--- config.mk ---
export PLATFORM = sky130hd
export DESIGN_NAME = data_mem_arbiter
export DESIGN_NICKNAME = d
export VERILOG_FILES = /design/src/rtl/data_mem_arbiter_pkg.sv /design/src/rtl/data_mem_arbiter_arb_pick2.sv /design/src/rtl/data_mem_arbiter.sv
export SDC_FILE = /design/constraint.sdc
export NUM_CORES = 1
export LEC_CHECK = 0
export CORE_MARGIN = 2
export CORE_UTILIZATION = 27
export CTS_CLUSTER_SIZE = 40
export DETAILED_ROUTE_END_ITERATION = 10
export HOLD_SLACK_MARGIN = 0.08
export PLACE_DENSITY = 0.83
export SLEW_MARGIN = 10
export SYNTH_ARGS = -nofsm -noshare
export SYNTH_HDL_FRONTEND = slang
export SYNTH_SLANG_ARGS = --single-unit
export TNS_END_PERCENT = 10
--- constraint.sdc ---
create_clock -name clock -period 2.82 [get_ports clock]
set_input_delay 0.846 -clock clock [delete_from_list [all_inputs] [get_ports clock]]
set_output_delay 0.846 -clock clock [all_outputs]
set_load 0.02 [all_outputs]
--- src/rtl/data_mem_arbiter_pkg.sv ---
// Shared types and constants for the data-RAM arbiter slice.
package data_mem_pkg;

    localparam int unsigned ADDR_W_DEF = 8;
    localparam int unsigned DATA_W_DEF = 16;

    typedef enum logic [1:0] {
        IDLE = 2'd0,
        OWN0 = 2'd1,
        OWN1 = 2'd2
    } arb_state_e;

    localparam logic REQ_CPU = 1'b0;
    localparam logic REQ_IO  = 1'b1;

    function automatic arb_state_e own_state(input logic id);
        return id ? OWN1 : OWN0;
    endfunction

endpackage

--- src/rtl/data_mem_arbiter_arb_pick2.sv ---
// Combinational winner selection between the CPU and I/O requesters.
module arb_pick2
    import data_mem_pkg::*;
#(
    parameter int unsigned MAX_BURST = 4,
    parameter int unsigned CNT_W     = 3
) (
    input  logic [1:0]       req,
    input  logic [1:0]       lock,
    input  arb_state_e       state,
    input  logic [CNT_W-1:0] burst_cnt,
    input  logic             last_served,
    output logic             winner_valid,
    output logic             winner_id
);

    localparam logic [CNT_W-1:0] BURST_MAX = CNT_W'(MAX_BURST);

    logic owner_valid;
    logic owner_id;

    always_comb begin
        owner_valid  = (state == OWN0) || (state == OWN1);
        owner_id     = (state == OWN1);
        winner_valid = 1'b0;
        winner_id    = REQ_CPU;

        // A lock only counts for the current owner; it beats the burst limit.
        if (owner_valid && req[owner_id] && lock[owner_id]) begin
            winner_valid = 1'b1;
            winner_id    = owner_id;
        end else if (req == 2'b01) begin
            winner_valid = 1'b1;
            winner_id    = REQ_CPU;
        end else if (req == 2'b10) begin
            winner_valid = 1'b1;
            winner_id    = REQ_IO;
        end else if (req == 2'b11) begin
            winner_valid = 1'b1;
            if (owner_valid)
                winner_id = (burst_cnt < BURST_MAX) ? owner_id : ~owner_id;
            else
                winner_id = ~last_served;
        end
    end

endmodule

--- src/rtl/data_mem_arbiter.sv ---
// Two-requester arbiter/sequencer for the single-port data RAM.
module data_mem_arbiter
    import data_mem_pkg::*;
#(
    parameter int unsigned ADDR_W    = ADDR_W_DEF,
    parameter int unsigned DATA_W    = DATA_W_DEF,
    parameter int unsigned MAX_BURST = 4
) (
    input  logic              clock,
    input  logic              reset,
    input  logic              req0,
    input  logic              req1,
    input  logic              we0,
    input  logic              we1,
    input  logic              lock0,
    input  logic              lock1,
    input  logic [ADDR_W-1:0] addr0,
    input  logic [ADDR_W-1:0] addr1,
    input  logic [DATA_W-1:0] wdata0,
    input  logic [DATA_W-1:0] wdata1,
    output logic              gnt0,
    output logic              gnt1,
    output logic              rvalid0,
    output logic              rvalid1,
    output logic [DATA_W-1:0] rdata,
    output logic [ADDR_W-1:0] mem_addr,
    output logic [DATA_W-1:0] mem_wdata,
    output logic              mem_we,
    input  logic [DATA_W-1:0] mem_rdata
);

    localparam int unsigned      CNT_W     = $clog2(MAX_BURST + 1);
    localparam logic [CNT_W-1:0] BURST_MAX = CNT_W'(MAX_BURST);

    arb_state_e       state, state_nxt;
    logic             last_served, last_nxt;
    logic [CNT_W-1:0] burst_cnt, burst_nxt;
    logic             rd_pend0, rd_pend1;
    logic             winner_valid, winner_id;
    logic             grant_valid;

    arb_pick2 #(
        .MAX_BURST (MAX_BURST),
        .CNT_W     (CNT_W)
    ) u_pick (
        .req          ({req1, req0}),
        .lock         ({lock1, lock0}),
        .state        (state),
        .burst_cnt    (burst_cnt),
        .last_served  (last_served),
        .winner_valid (winner_valid),
        .winner_id    (winner_id)
    );

    always_ff @(posedge clock) begin
        if (reset) begin
            state       <= IDLE;
            last_served <= REQ_IO;
            burst_cnt   <= '0;
        end else begin
            state       <= state_nxt;
            last_served <= last_nxt;
            burst_cnt   <= burst_nxt;
        end
    end

    always_comb begin
        state_nxt = IDLE;
        last_nxt  = last_served;
        burst_nxt = '0;
        if (winner_valid) begin
            state_nxt = own_state(winner_id);
            last_nxt  = winner_id;
            if (state == state_nxt)
                burst_nxt = (burst_cnt == BURST_MAX) ? burst_cnt : burst_cnt + CNT_W'(1);
            else
                burst_nxt = CNT_W'(1);
        end
    end

    // Reset suppresses all grants so nothing reaches the RAM while it is held.
    always_comb begin
        grant_valid = winner_valid && !reset;
        gnt0        = grant_valid && (winner_id == REQ_CPU);
        gnt1        = grant_valid && (winner_id == REQ_IO);
        mem_we      = 1'b0;
        mem_addr    = '0;
        mem_wdata   = '0;
        if (gnt0) begin
            mem_we    = we0;
            mem_addr  = addr0;
            mem_wdata = wdata0;
        end else if (gnt1) begin
            mem_we    = we1;
            mem_addr  = addr1;
            mem_wdata = wdata1;
        end
    end

    always_ff @(posedge clock) begin
        if (reset) begin
            rd_pend0 <= 1'b0;
            rd_pend1 <= 1'b0;
        end else begin
            rd_pend0 <= gnt0 && !we0;
            rd_pend1 <= gnt1 && !we1;
        end
    end

    assign rvalid0 = rd_pend0 && !reset;
    assign rvalid1 = rd_pend1 && !reset;
    assign rdata   = mem_rdata;

endmodule

==> results of run 1 <==
[per-layer routing]
metal | routed length, µm | GRT usage | vias up
li1 | - | - | 642
met1 | 1480 | 0.230 | 577
met2 | 2010 | 0.348 | 61
met3 | 248 | 0.0317 | 6
met4 | 37 | 0.0598 | 0
met5 | 0 | 0 | -
[registers in the layout, summed over array words and instances (netlist names)]
register / cells
burst_cnt: 3
rd_pend0: 1
state: 2
last_served: 1
rd_pend1: 1
[synthesized netlist by cell type]
cell type / instances / area [µm²]
sky130_fd_sc_hd__or2_0: 1 / 6.26
sky130_fd_sc_hd__ha_1: 3 / 37.5
sky130_fd_sc_hd__nor2_1: 5 / 18.8
sky130_fd_sc_hd__mux2i_1: 2 / 20.0
sky130_fd_sc_hd__a211o_1: 1 / 8.76
sky130_fd_sc_hd__and2b_1: 1 / 7.51
sky130_fd_sc_hd__o21ai_0: 26 / 130
sky130_fd_sc_hd__nand3_1: 1 / 5.00
sky130_fd_sc_hd__nor2b_1: 6 / 37.5
sky130_fd_sc_hd__buf_2: 3 / 15.0
sky130_fd_sc_hd__nand3b_1: 26 / 195
sky130_fd_sc_hd__buf_4: 17 / 128
sky130_fd_sc_hd__dfxtp_1: 8 / 160
sky130_fd_sc_hd__a31oi_2: 1 / 12.5
sky130_fd_sc_hd__inv_1: 4 / 15.0
sky130_fd_sc_hd__nor3_1: 3 / 15.0
sky130_fd_sc_hd__o21a_1: 1 / 7.51
sky130_fd_sc_hd__xnor2_1: 1 / 8.76
sky130_fd_sc_hd__o22ai_1: 1 / 6.26
sky130_fd_sc_hd__nand2_1: 28 / 105
sky130_fd_sc_hd__clkbuf_1: 7 / 26.3
[cell usage in the layout, fill, tap and decap left out]
cell	netlist	final
sky130_fd_sc_hd__buf_4	17	27
sky130_fd_sc_hd__buf_8	0	1
sky130_fd_sc_hd__mux2i_1	2	2
sky130_fd_sc_hd__and2b_1	1	1
sky130_fd_sc_hd__clkbuf_4	0	3
sky130_fd_sc_hd__o21ai_4	0	2
sky130_fd_sc_hd__buf_2	3	2
sky130_fd_sc_hd__nor2_2	0	1
sky130_fd_sc_hd__bufbuf_16	0	2
sky130_fd_sc_hd__o21ai_1	0	17
sky130_fd_sc_hd__a31oi_4	0	1
sky130_fd_sc_hd__or2_0	1	1
sky130_fd_sc_hd__o21ai_2	0	6
sky130_fd_sc_hd__nand2_2	0	1
sky130_fd_sc_hd__nor2_1	5	3
sky130_fd_sc_hd__nor2b_4	0	1
sky130_fd_sc_hd__o21ai_0	26	1
sky130_fd_sc_hd__buf_12	0	5
sky130_fd_sc_hd__clkdlybuf4s15_1	0	1
sky130_fd_sc_hd__nor2_4	0	1
sky130_fd_sc_hd__inv_1	4	4
sky130_fd_sc_hd__nand3_2	0	1
sky130_fd_sc_hd__o21a_1	1	1
sky130_fd_sc_hd__dfxtp_1	8	8
sky130_fd_sc_hd__ha_4	0	1
sky130_fd_sc_hd__clkbuf_2	0	1
sky130_fd_sc_hd__dlygate4sd2_1	0	3
sky130_fd_sc_hd__buf_16	0	2
sky130_fd_sc_hd__nor3_1	3	3
sky130_fd_sc_hd__buf_6	0	14
sky130_fd_sc_hd__o22ai_4	0	1
sky130_fd_sc_hd__nand3b_1	26	26
sky130_fd_sc_hd__nor2b_1	6	5
sky130_fd_sc_hd__a211o_1	1	1
sky130_fd_sc_hd__xnor2_1	1	1
sky130_fd_sc_hd__clkdlybuf4s50_1	0	50
sky130_fd_sc_hd__nand2_1	28	27
sky130_fd_sc_hd__ha_1	3	2
[cells by family after synthesis]
kind of cell | after synthesis | share of synthesized area
AND/OR/NAND/NOR | 71 | 0.404
buffers and inverters | 31 | 0.190
AO/OA/AOI/OAI | 30 | 0.171
flip-flops | 8 | 0.166
adder cells (fa/ha/maj) | 3 | 0.0389
multiplexers | 2 | 0.0207
XOR/XNOR | 1 | 0.00907
[timing repair]
item / CTS / global route
endpoints found under the setup margin: 29 / 27
cloned: 5 / 0
pin swaps: 20 / 8
hold endpoints to repair: 0 / 0
setup buffers: 8 / 0
resized for setup: 225 / 15
[power by group]
| part | internal [µW] | switching (µW) | leakage (µW) |
|---|---|---|---|
| registers | 120 | 4.27 | 0.0000659 |
| logic | 255 | 184 | 0.000818 |
| clock network | 48.9 | 41.6 | 0.0000138 |
| total | 424 | 230 | 0.000898 |
[stage by stage]
stage	setup slack, ns	setup TNS, ns	hold slack (ns)
floorplan	-0.0556	-0.999	0.435
global placement	-0.789	-21.07	0.452
detailed placement	-0.822	-21.57	0.464
CTS	-0.0833	-0.720	0.500
global route	-0.146	-2.72	0.519
finish	-0.0811	-0.716	0.500
[worst paths after layout]
check / startpoint / to / cells after the start
setup / recovery: lock0 / mem_addr[2] / 10
hold / removal: last_served / last_served / 1
setup reg to reg: state[0] / burst_cnt[1] / 10
hold reg to reg: last_served / last_served / 1
[cell type report]
class,instances,share of cell area
repair buffers,108,0.539
multi-input cells,107,0.341
flip-flops and latches,8,0.0752
well taps,46,0.0270
clock buffers,3,0.0106
inverters,4,0.00705
==> impl_metrics.tcl, run 1 <==
set metrics [dict create \
    critical_path.most_common_cell "sky130_fd_sc_hd__buf_6" \
    synth-warning-count 0 \
    finalWorstPathRequiredPeriod_ns 2.90 \
    core.rowCount 21 \
    timing.max_slew.rel_slack 0.810 \
    finalClockSkew_ns 0.00148 \
    route.detailed.wl_per_inst_um 13.7 \
    drc 0 \
    synth_sequential_area_ratio 0.166 \
    placed_area_um2 1850 \
    placement.io_buffers 84 \
    crit_path_max_delay_cell_type "sky130_fd_sc_hd__a31oi_4" \
    grt_first_pass_wirelength_mm 6.19 \
    outcome "finished with violations" \
    detailroute.via_count 1286 \
    final_core_utilization 0.628 \
    path_cells "buf_6 > nor2b_4 > o22ai_4 > a31oi_4 > buf_12 > buf_6 > buf_16 > nand3b_1 > o21ai_1 > buf_4" \
    max_freq_mhz 345 \
    final_max_slew_viol_count 0 \
    p_total_uw 654 \
    clkSlewWorstSetupHoldPaths_ns 0.06 \
    overflow 0 \
    setup_slack_ns -0.0811 \
    postCtsHoldBufs 0 \
    cts-htree-levels 1 \
    cts_buffer_depth 2 \
    tritoncts_clock_tree "built" \
    chipHeight_um 63.8 \
    root_buffer "sky130_fd_sc_hd__clkbuf_4" \
    violated_checks "negative setup slack" \
    worst_ep_required_time_ns 1.97 \
    worst_min_delay_path_class "register to register" \
    drt-pass1-iter-count 4 \
    timing.critical_path.arrival_ns 2.06 \
    syn-instance-count 146 \
    fin_area_um2 2130 \
    insertedDiodeCount 0 \
    initial_core_utilization 0.285 \
    yosys.cell_types.count 21 \
    setup.worst_path.start_class "primary input" \
    critical_path.max_stage_delay_ns 0.23 \
    r2r_setup_slack_ns 0.83 \
    timing_hold_violations_final 0 \
    sequential_cell_area_um2 160 \
    number_of_vias_per_cell 4.66 \
    ios 117 \
    antenna_violations_before_repair 0 \
    place.gp.congestion 0.723 \
    dieArea_um2 4070 \
    syn_area_per_cell_um2 6.62 \
    route.antenna.remaining_nets 0 \
    initialDrtViolationCount 39 \
    maxCapViolCount 0 \
    synth_seq_cells 8 \
    grt_setup_unrepaired "true" \
    finish.net_count 307 \
    finalSetupViolCount 22 \
    cts.sink_count 8 \
    placed_cells_incl_taps 262 \
    kind_of_cell_adding_the_most_delay_to_the_critical_path "buffers and inverters" \
    die_width_um 63.8 \
    core_um2 3390 \
    tightestPinTransition_ns 0.277 \
    dpl.hpwl_mm 2.39 \
    leakage_uw 0.000898 \
    worstSkewPairLatency_ns 0.25 \
    first_global_vias 1372 \
    area.growth.synth_to_final_pct 120 \
    post-route-period-util 1.03 \
    mappedNetlistArea_um2 966 \
    crit_path_max_fanout 6 \
    ir_worst_vdd_mv 0.136 \
    final_layout_size_suffix_gt1_frac 0.317 \
    synth_nets 221 \
    num_cts_buffers 3 \
    grt_max_degree 20 \
    drt_wl_total_mm 3.77 \
    cp.buffers_inverters 5 \
    grt_usage 0.192 \
    power.density_nw_per_um2 307 \
    timing.setup.critical_path_class "primary input to output pin" \
    multiInputGateArea_um2 727 \
    final_cells 276 \
    n_fill_cell 295 \
    critPathCaptureType "output pin" \
]
No activity file was read; power rests on OpenSTA's default activity.
==> inputs of run 2 (changes only) <==
CORE_ASPECT_RATIO = 2   (was unset)
==> impl_metrics.tcl, run 2 (synthesis results as in run 1) <==
set metrics [dict create \
    crit_path_max_fanout 8 \
    grt_usage 0.186 \
    initialDrtViolationCount 25 \
    dpl.hpwl_mm 2.44 \
    area.growth.synth_to_final_pct 130 \
    top_register "burst_cnt" \
    ios 117 \
    route.antenna.remaining_nets 0 \
    tightestPinTransition_ns 0.308 \
    r2r_cells 9 \
    final_cells 273 \
    grt_max_degree 32 \
    n_fill_cell 283 \
    p_total_uw 732 \
    finish.net_count 302 \
    leading_cell_type_in_the_layout_fill_and_taps_excluded "sky130_fd_sc_hd__clkdlybuf4s50_1" \
    critical_path.max_stage_delay_ns 0.24 \
    biggestRegsByFlops "burst_cnt: 3 flops, state: 2 flops" \
    cts-htree-levels 1 \
    holdCritStartpoint "last_served" \
    final_max_slew_viol_count 0 \
    fin_area_um2 2220 \
    crit_path_max_delay_cell_type "sky130_fd_sc_hd__a31oi_4" \
    route.detailed.wl_per_inst_um 15.6 \
    maxCapViolCount 0 \
    clkSlewWorstSetupHoldPaths_ns 0.04 \
    timing.critical_path.arrival_ns 2.02 \
    finalWorstPathRequiredPeriod_ns 2.87 \
    cts_buffer_depth 2 \
    max_freq_mhz 348 \
    worst_min_delay_path_class "register to register" \
    rr_startpoint "state[0]" \
    initial_core_utilization 0.283 \
    worstSkewPairLatency_ns 0.23 \
    path_cells "buf_6 > nor2b_4 > o22ai_4 > a31oi_4 > buf_6 > buf_16 > nand3b_1 > o21ai_4 > buf_6" \
    placed_cells_incl_taps 259 \
    ir_worst_vdd_mv 0.278 \
    leakage_uw 0.000901 \
    timing.setup.critical_path_class "primary input to output pin" \
    num_cts_buffers 3 \
    final_layout_size_suffix_gt1_frac 0.338 \
    first_global_vias 1265 \
    finalClockSkew_ns 0.000246 \
    placed_area_um2 1810 \
    chipHeight_um 88.6 \
    place.gp.congestion 0.761 \
    power.density_nw_per_um2 330 \
    setup.worst_path.start_class "primary input" \
    mostFrequentLayoutCells "50 x sky130_fd_sc_hd__clkdlybuf4s50_1, 27 x sky130_fd_sc_hd__nand2_1, 26 x sky130_fd_sc_hd__nand3b_1, 23 x sky130_fd_sc_hd__buf_6, 13 x sky130_fd_sc_hd__buf_4" \
    drc 0 \
    core.rowCount 30 \
    post-route-period-util 1.02 \
    root_buffer "sky130_fd_sc_hd__clkbuf_8" \
    worst_ep_required_time_ns 1.97 \
    postCtsHoldBufs 0 \
    die_width_um 46.3 \
    number_of_vias_per_cell 4.79 \
    setup_slack_ns -0.0500 \
    finalSetupTns_ns -0.514 \
    detailroute.via_count 1308 \
    violated_checks "negative setup slack" \
    post-place-ws_ns -0.814 \
    cp-startpoint "lock0" \
    placement.io_buffers 84 \
    tritoncts_clock_tree "built" \
    drt-pass1-iter-count 4 \
    core_um2 3420 \
    grt_setup_unrepaired "true" \
    critical_path.most_common_cell "sky130_fd_sc_hd__buf_6" \
    drt_wl_total_mm 4.25 \
    cts.sink_count 8 \
    max_ffs_per_register 3 \
    grt_first_pass_wirelength_mm 5.65 \
    finalSetupViolCount 26 \
    dieArea_um2 4100 \
    antenna_violations_before_repair 0 \
    hold_depth 1 \
    critPathCaptureType "output pin" \
    timing.max_slew.rel_slack 0.789 \
    overflow 0 \
    timing_hold_violations_final 0 \
    insertedDiodeCount 0 \
    outcome "finished with violations" \
]
-- run 2: changes by cell type in the layout (fill, tap and decap cells not counted), moves of 3 or more --
cell,previous run,this run
sky130_fd_sc_hd__buf_4,27,13
sky130_fd_sc_hd__buf_6,14,23
sky130_fd_sc_hd__o21ai_1,17,9
sky130_fd_sc_hd__o21ai_4,2,8
sky130_fd_sc_hd__clkbuf_4,3,0
sky130_fd_sc_hd__clkbuf_8,0,3
-- run 2: what timing repair did --
action / 4_1_cts / 5_1_grt
gates cloned: 4 / 2
buffers inserted: 5 / 0
resized for setup: 191 / 67
pin swaps: 5 / 29
setup endpoints to repair: 29 / 27
-- run 2: final timing paths --
path	to	slack (ns)
hold / removal	last_served	0.51
setup reg to reg	burst_cnt[0]	0.88
setup / recovery	mem_wdata[3]	-0.05
hold reg to reg	last_served	0.51
-- run 2: per-layer routing --
layer | vias to the layer above | GRT usage | share of wire
met5 | - | 0 | 0
li1 | 636 | - | -
met2 | 61 | 0.360 | 0.58
met4 | 0 | 0.0753 | 0.021
met3 | 11 | 0.0347 | 0.065
met1 | 600 | 0.178 | 0.34
-- run 2: layout make-up --
cell class	count	area, µm²	share of cell area
inverter	4	15.0	0.00677
timing repair buffer	103	1150	0.518
multi-input combinational	107	792	0.357
tap	48	60.1	0.0271
sequential	8	160	0.0722
clock buffer	3	41.3	0.0186
-- run 2: through the flow --
step	utilization	hold WS (ns)
6_report	0.649	0.514
5_1_grt	0.649	0.518
4_1_cts	0.572	0.502
3_5_place_dp	0.529	0.490
3_3_place_gp	0.529	0.481
2_1_floorplan	-	0.435
-- run 2: power breakdown --
group	switching, µW	leakage [µW]	total [µW]	internal [µW]
Combinational	203	0.000814	463	260
Sequential	4.45	0.0000659	125	121
Clock	50.5	0.0000216	143	92.9
-- run 2: critical path: cells and delay by family --
family	cells	cell delay, ns
simple gates	2	0.25
buf+inv	4	0.51
compound gates	3	0.42
